$ cat src/rtl/int_sched_pkg.sv
// int_sched_pkg: register map, INTCFG field positions and reset values shared by int_sched
package int_sched_pkg;
    typedef enum logic [1:0] {
        A_LINE_LO = 2'd0,
        A_LINE_HI = 2'd1,
        A_HPOS    = 2'd2,
        A_CFG     = 2'd3
    } cfg_addr_e;

    localparam int         FRM_EN      = 0;
    localparam int         LIN_EN      = 1;
    localparam int         STEP_LSB    = 4;
    localparam logic [7:0] CFG_MASK    = 8'hF3;
    localparam logic [7:0] CFG_RST     = 8'h01;
    localparam logic [8:0] INTLINE_RST = 9'd0;
    localparam logic [7:0] HPOS_RST    = 8'd0;
endpackage

$ cat src/rtl/int_sched_raster.sv
// int_sched_raster: saturating line/position counters and the line-interval phase counter
module int_sched_raster (
    input  logic       clk,
    input  logic       res,
    input  logic       frame_start,
    input  logic       line_start,
    input  logic       hcnt_tick,
    input  logic [3:0] step,
    output logic [8:0] vcnt,
    output logic [7:0] hcnt,
    output logic [3:0] phase
);
    always_ff @(posedge clk or posedge res) begin
        if (res) begin
            vcnt  <= '0;
            hcnt  <= '0;
            phase <= '0;
        end else if (frame_start) begin
            vcnt  <= '0;
            hcnt  <= '0;
            phase <= '0;
        end else if (line_start) begin
            vcnt  <= vcnt + {8'd0, vcnt != 9'h1FF};
            hcnt  <= '0;
            phase <= phase == step ? 4'd0 : phase + 4'd1;
        end else if (hcnt_tick) begin
            hcnt  <= hcnt + {7'd0, hcnt != 8'hFF};
        end
    end
endmodule

$ cat src/rtl/int_sched.sv
// int_sched: raster-position interrupt scheduler issuing frame and periodic line INT strobes
module int_sched
    import int_sched_pkg::*;
(
    input  logic       clk,
    input  logic       res,
    input  logic       frame_start,
    input  logic       line_start,
    input  logic       hcnt_tick,
    input  logic       cfg_we,
    input  logic [1:0] cfg_addr,
    input  logic [7:0] cfg_wdata,
    output logic [7:0] cfg_rdata,
    output logic       int_start_frm,
    output logic       int_start_lin,
    output logic [8:0] line_num
);
    logic [7:0] shadow_lo, inthpos, intcfg, hcnt;
    logic [8:0] intline, vcnt;
    logic [3:0] phase;
    logic       frm_fired, lin_fired, boundary, match, frm_hit, lin_hit;

    int_sched_raster u_raster (
        .clk         (clk),
        .res         (res),
        .frame_start (frame_start),
        .line_start  (line_start),
        .hcnt_tick   (hcnt_tick),
        .step        (intcfg[STEP_LSB +: 4]),
        .vcnt        (vcnt),
        .hcnt        (hcnt),
        .phase       (phase)
    );

    assign line_num = vcnt;

    always_comb begin
        boundary  = line_start | frame_start;
        match     = hcnt_tick && !boundary && hcnt == inthpos;
        frm_hit   = match && intcfg[FRM_EN] && vcnt == intline && !frm_fired;
        lin_hit   = match && intcfg[LIN_EN] && phase == 4'd0 && !lin_fired;
        cfg_rdata = cfg_addr == A_LINE_LO ? intline[7:0] :
                    cfg_addr == A_LINE_HI ? {7'd0, intline[8]} :
                    cfg_addr == A_HPOS    ? inthpos : intcfg;
    end

    // the high-byte write commits the whole 9-bit line so intline never holds a torn value
    always_ff @(posedge clk or posedge res) begin
        if (res) begin
            shadow_lo <= '0;
            intline   <= INTLINE_RST;
            inthpos   <= HPOS_RST;
            intcfg    <= CFG_RST;
        end else if (cfg_we) begin
            if (cfg_addr == A_LINE_LO) shadow_lo <= cfg_wdata;
            if (cfg_addr == A_LINE_HI) intline <= {cfg_wdata[0], shadow_lo};
            if (cfg_addr == A_HPOS) inthpos <= cfg_wdata;
            if (cfg_addr == A_CFG) intcfg <= cfg_wdata & CFG_MASK;
        end
    end

    always_ff @(posedge clk or posedge res) begin
        if (res) begin
            int_start_frm <= 1'b0;
            int_start_lin <= 1'b0;
            frm_fired     <= 1'b0;
            lin_fired     <= 1'b0;
        end else begin
            int_start_frm <= frm_hit;
            int_start_lin <= lin_hit;
            frm_fired     <= !boundary && (frm_fired || frm_hit);
            lin_fired     <= !boundary && (lin_fired || lin_hit);
        end
    end
endmodule

$ cat config.mk
export PLATFORM = sky130hd
export DESIGN_NAME = int_sched
export DESIGN_NICKNAME = d
export VERILOG_FILES = /design/src/rtl/int_sched_pkg.sv /design/src/rtl/int_sched_raster.sv /design/src/rtl/int_sched.sv
export SDC_FILE = /design/constraint.sdc
export NUM_CORES = 1
export LEC_CHECK = 0
export ABC_AREA = 1
export CORE_UTILIZATION = 50
export DETAILED_ROUTE_END_ITERATION = 8
export GPL_TIMING_DRIVEN = 0
export HOLD_SLACK_MARGIN = 0.02
export PLACE_DENSITY = 0.76
export SLEW_MARGIN = 5
export SYNTH_ARGS = -nofsm -noshare
export SYNTH_HDL_FRONTEND = slang
export SYNTH_HIERARCHICAL = 1
export SYNTH_SLANG_ARGS = --single-unit
$ cat constraint.sdc
create_clock -name clk -period 2.25 [get_ports clk]
set_input_delay 0.225 -clock clk [delete_from_list [all_inputs] [get_ports clk]]
set_output_delay 0.225 -clock clk [all_outputs]
set_load 0.005 [all_outputs]
==> summary.md <==
| Metric | Value |
|---|---|
| Outcome | `complete, no violations` |
| Initial Utilization | `between 50% and 60%` |
| Pwr dens | `between 600 and 700 mW/mm2` |
| Total track usage | `a little under a quarter` |
| Top cell type's share of synthesized area | `45.2%` |
| FMAX | `between 400 and 500 MHz` |
| Fill cells | `~520` |
| Worst slew margin | `a little over two fifths` |
| Synth area leaders | `dfrtp_1 (45%), nand2_1 (13%), inv_1 (6.9%), nor2_1 (5.1%), o21ai_2 (4.3%)` |
| Cell taking the most area after synthesis | `dfrtp_1` |
| Finished Cell Area | `0.00358 mm2` |
| Async SR Flop Fraction | `100%` |
| RSZ-0062 raised after global routing | `yes` |
| Via density | `5.08` |
| Post-synthesis sequential area ratio | `between 40% and 50%` |
| GRT overflow | `0` |
| Row count | `28` |
| Initial DRC count | `149` |
| Worst-path clk slew | `approximately 110 ps` |
| Layout cells sized above 1 | `around 14%` |
| Mapped cell area | `0.00305 mm2` |
| Final Max Slew Viols | `0` |
| I/O Buffers | `34` |
| # IOs | `35` |
| Max-cap violations | `0` |
| DP Wirelength | `roughly 5200 um` |
| EDFF count, synth | `0` |
| Final ANT Viol Nets | `0` |
| Layout Utilization | `60.8%` |
| Dpl cell area | `between 0.003 and 0.004 mm2` |
| Leakage | `~1.7 nW` |
| Busiest grt layer | `met2` |
| Synthesis-stage register bit count | `56` |
| Die H | `~80 um` |
| Via count | `~2600` |
| GR Util met3 | `~3.6%` |
| Die area | `around 0.0064 mm2` |
| Initial DRT Pass Iterations | `4` |
| Largest net degree at the start of global routing | `36` |
| CTS Hold Bufs | `0` |
| Critical Path AT | `between 1500 and 2000 ps` |
| H-tree Lvls | `2` |
| Final setup vio count | `0` |
| Most frequent cells after synthesis | `nand2_1 (107), inv_1 (56), dfrtp_1 (55), nor2_1 (41), a21oi_1 (18)` |
| WS Path Type | `in -> out` |
| Clk_skew | `14.0 ps` |
| Pwr Total | `about 0.0023 W` |
| Crit path capture type | `primary output` |
| Final Hold Fails | `0` |
| Syn Inst Count | `~400` |
| Drt drc | `0` |
| Tmin final | `2190 ps` |
| Antenna cells | `0` |
| Worst-margin pin slew | `roughly 850 ps` |
| Nets@finish | `approximately 450` |
| Clock buffer depth | `2` |
| Syn avg cell area | `slightly below 8 um2` |
| Die width | `between 80 and 90 um` |
| Crit-path max FO | `6` |
| GR Util met2 | `39.9%` |
| Worst Hold Class | `in -> async` |
| Fin crit share | `97.4%` |
| CTS tree | `built` |
| Met1 Use GR | `slightly above 30%` |
| Syn nets | `between 400 and 500` |
| Clock latency on the worst-skew pair | `310 ps` |
| Nature of the critical path startpoint | `input port` |
| Worst EP required | `2030 ps` |
| Post-Route WL | `approximately 6700 um` |
| Core region area | `a little under 0.006 mm2` |
| Area growth syn-to-layout | `17.4%` |
| YS warnings | `6` |
| Peak supply drop | `approximately 320 uV` |
| Gp weighted congestion | `just over 0.8` |
| Per-cell routed wire length | `13.2 um` |
| Ys flop type | `dfrtp_1` |
| First-pass GRT wire length | `around 11000 um` |
| Netlist cell types | `34` |
| Most instantiated library cell after synthesis | `nand2_1` |
| Vias in the first global route | `2420` |
| Clock buffer count from CTS | `5` |
| Root buffer cell | `clkbuf_8` |
| Clock Sinks | `56` |
| Antenna violations before repair | `0` |
==> registers in the layout, summed over array words and instances, names as in the netlist, 4 cells and up <==
signal and flops:
shadow_lo 8, u_raster/hcnt 8, u_raster/phase 4, inthpos 8
u_raster/vcnt 9, intcfg 6, intline 9
==> per-stage QoR <==
step                setup TNS, ps  setup slack [ps]  instances  hold WS [ps]
finish                          0              59.1        507           373
global route                -47.6             -17.1        507           456
floorplan                       0               442        390           202
global placement                0               103        499           412
detailed placement              0              62.6        499           418
CTS                             0              70.8        507           430
==> cell families (layout without fill, tap and decap cells) <==
logic type	count (synthesis)	count (layout)	share of synthesized area (%)
and+or+nand+nor	187	187	26.2
buffers and inverters	69	111	9.28
AOI/OAI and AO/OA	68	68	14.8
DFF	56	56	46.0
adders and majority gates	5	5	2.05
xor gates and xnor gates	4	4	1.15
muxes	1	1	0.493
==> cell usage in the layout (no fill, tap or decap), types with 2 or more instances in the layout <==
cell type        count
a21oi_1             18
a21oi_2              7
buf_6                3
clkbuf_8             6
clkdlybuf4s50_1     33
dfrtp_1             55
ha_1                 5
inv_1               55
inv_2               10
nand2_1            107
nand2_2              4
nand2_4              2
nand3_1             17
nor2_1              41
nor2_2               5
nor2_4               2
nor3_1               4
o211ai_1             2
o21ai_0              9
o21ai_1              9
o21ai_2             15
o221ai_1             3
o22ai_1              2
xnor2_1              2
xor2_1               2
==> what timing repair did <==
item                       CTS  global route
resized for setup            0             1
setup endpoints to repair    0             5
setup buffers                0             0
==> area by class of cell <==
| type | count | area [um2] | share of cell area, % |
|---|---|---|---|
| tap | 75 | 93.8 | 2.62 |
| clock inverter | 1 | 7.51 | 0.210 |
| sequential | 56 | 1400 | 39.2 |
| clock buffer | 7 | 86.3 | 2.41 |
| buffer | 4 | 38.8 | 1.08 |
| inverter | 65 | 244 | 6.82 |
| timing repair buffer | 34 | 343 | 9.58 |
| multi-input combinational | 265 | 1360 | 38.1 |
==> per-layer routing <==
layer  vias up  share of wire (%)  routed length, um
met1      1204                 46               3100
met5         -                  0                  0
met2        54                 49               3270
li1       1308                  -                  -
met4         0                1.9                130
met3        10                2.9                193
==> final timing paths <==
path | end | startpoint | depth (start not counted) | slack, ps
min in group clk | int_start_frm | frm_fired | 1 | 430
hold / removal | intline[3] | res | 2 | 370
setup / recovery | cfg_rdata[2] | cfg_addr[0] | 5 | 60
max in group asynchronous | u_raster/hcnt[4] | res | 2 | 1290
hold reg to reg | int_start_frm | frm_fired | 1 | 430
setup reg to reg | u_raster/vcnt[8] | u_raster/vcnt[5] | 13 | 240
==> power by group <==
group	switching, W	leakage, nW	total [W]	internal (W)
Combinational	0.000259	0.921	0.000475	0.000216
Sequential	0.000105	0.723	0.00122	0.00111
Clock	0.000327	0.0445	0.000578	0.000251
==> critical path: stages <==
cell and delay [ps]:
clkdlybuf4s50_1 520, nor2_2 240, inv_1 150, o22ai_1 270, clkdlybuf4s50_1 560
Note: power is estimated with default switching activity, not from simulation.
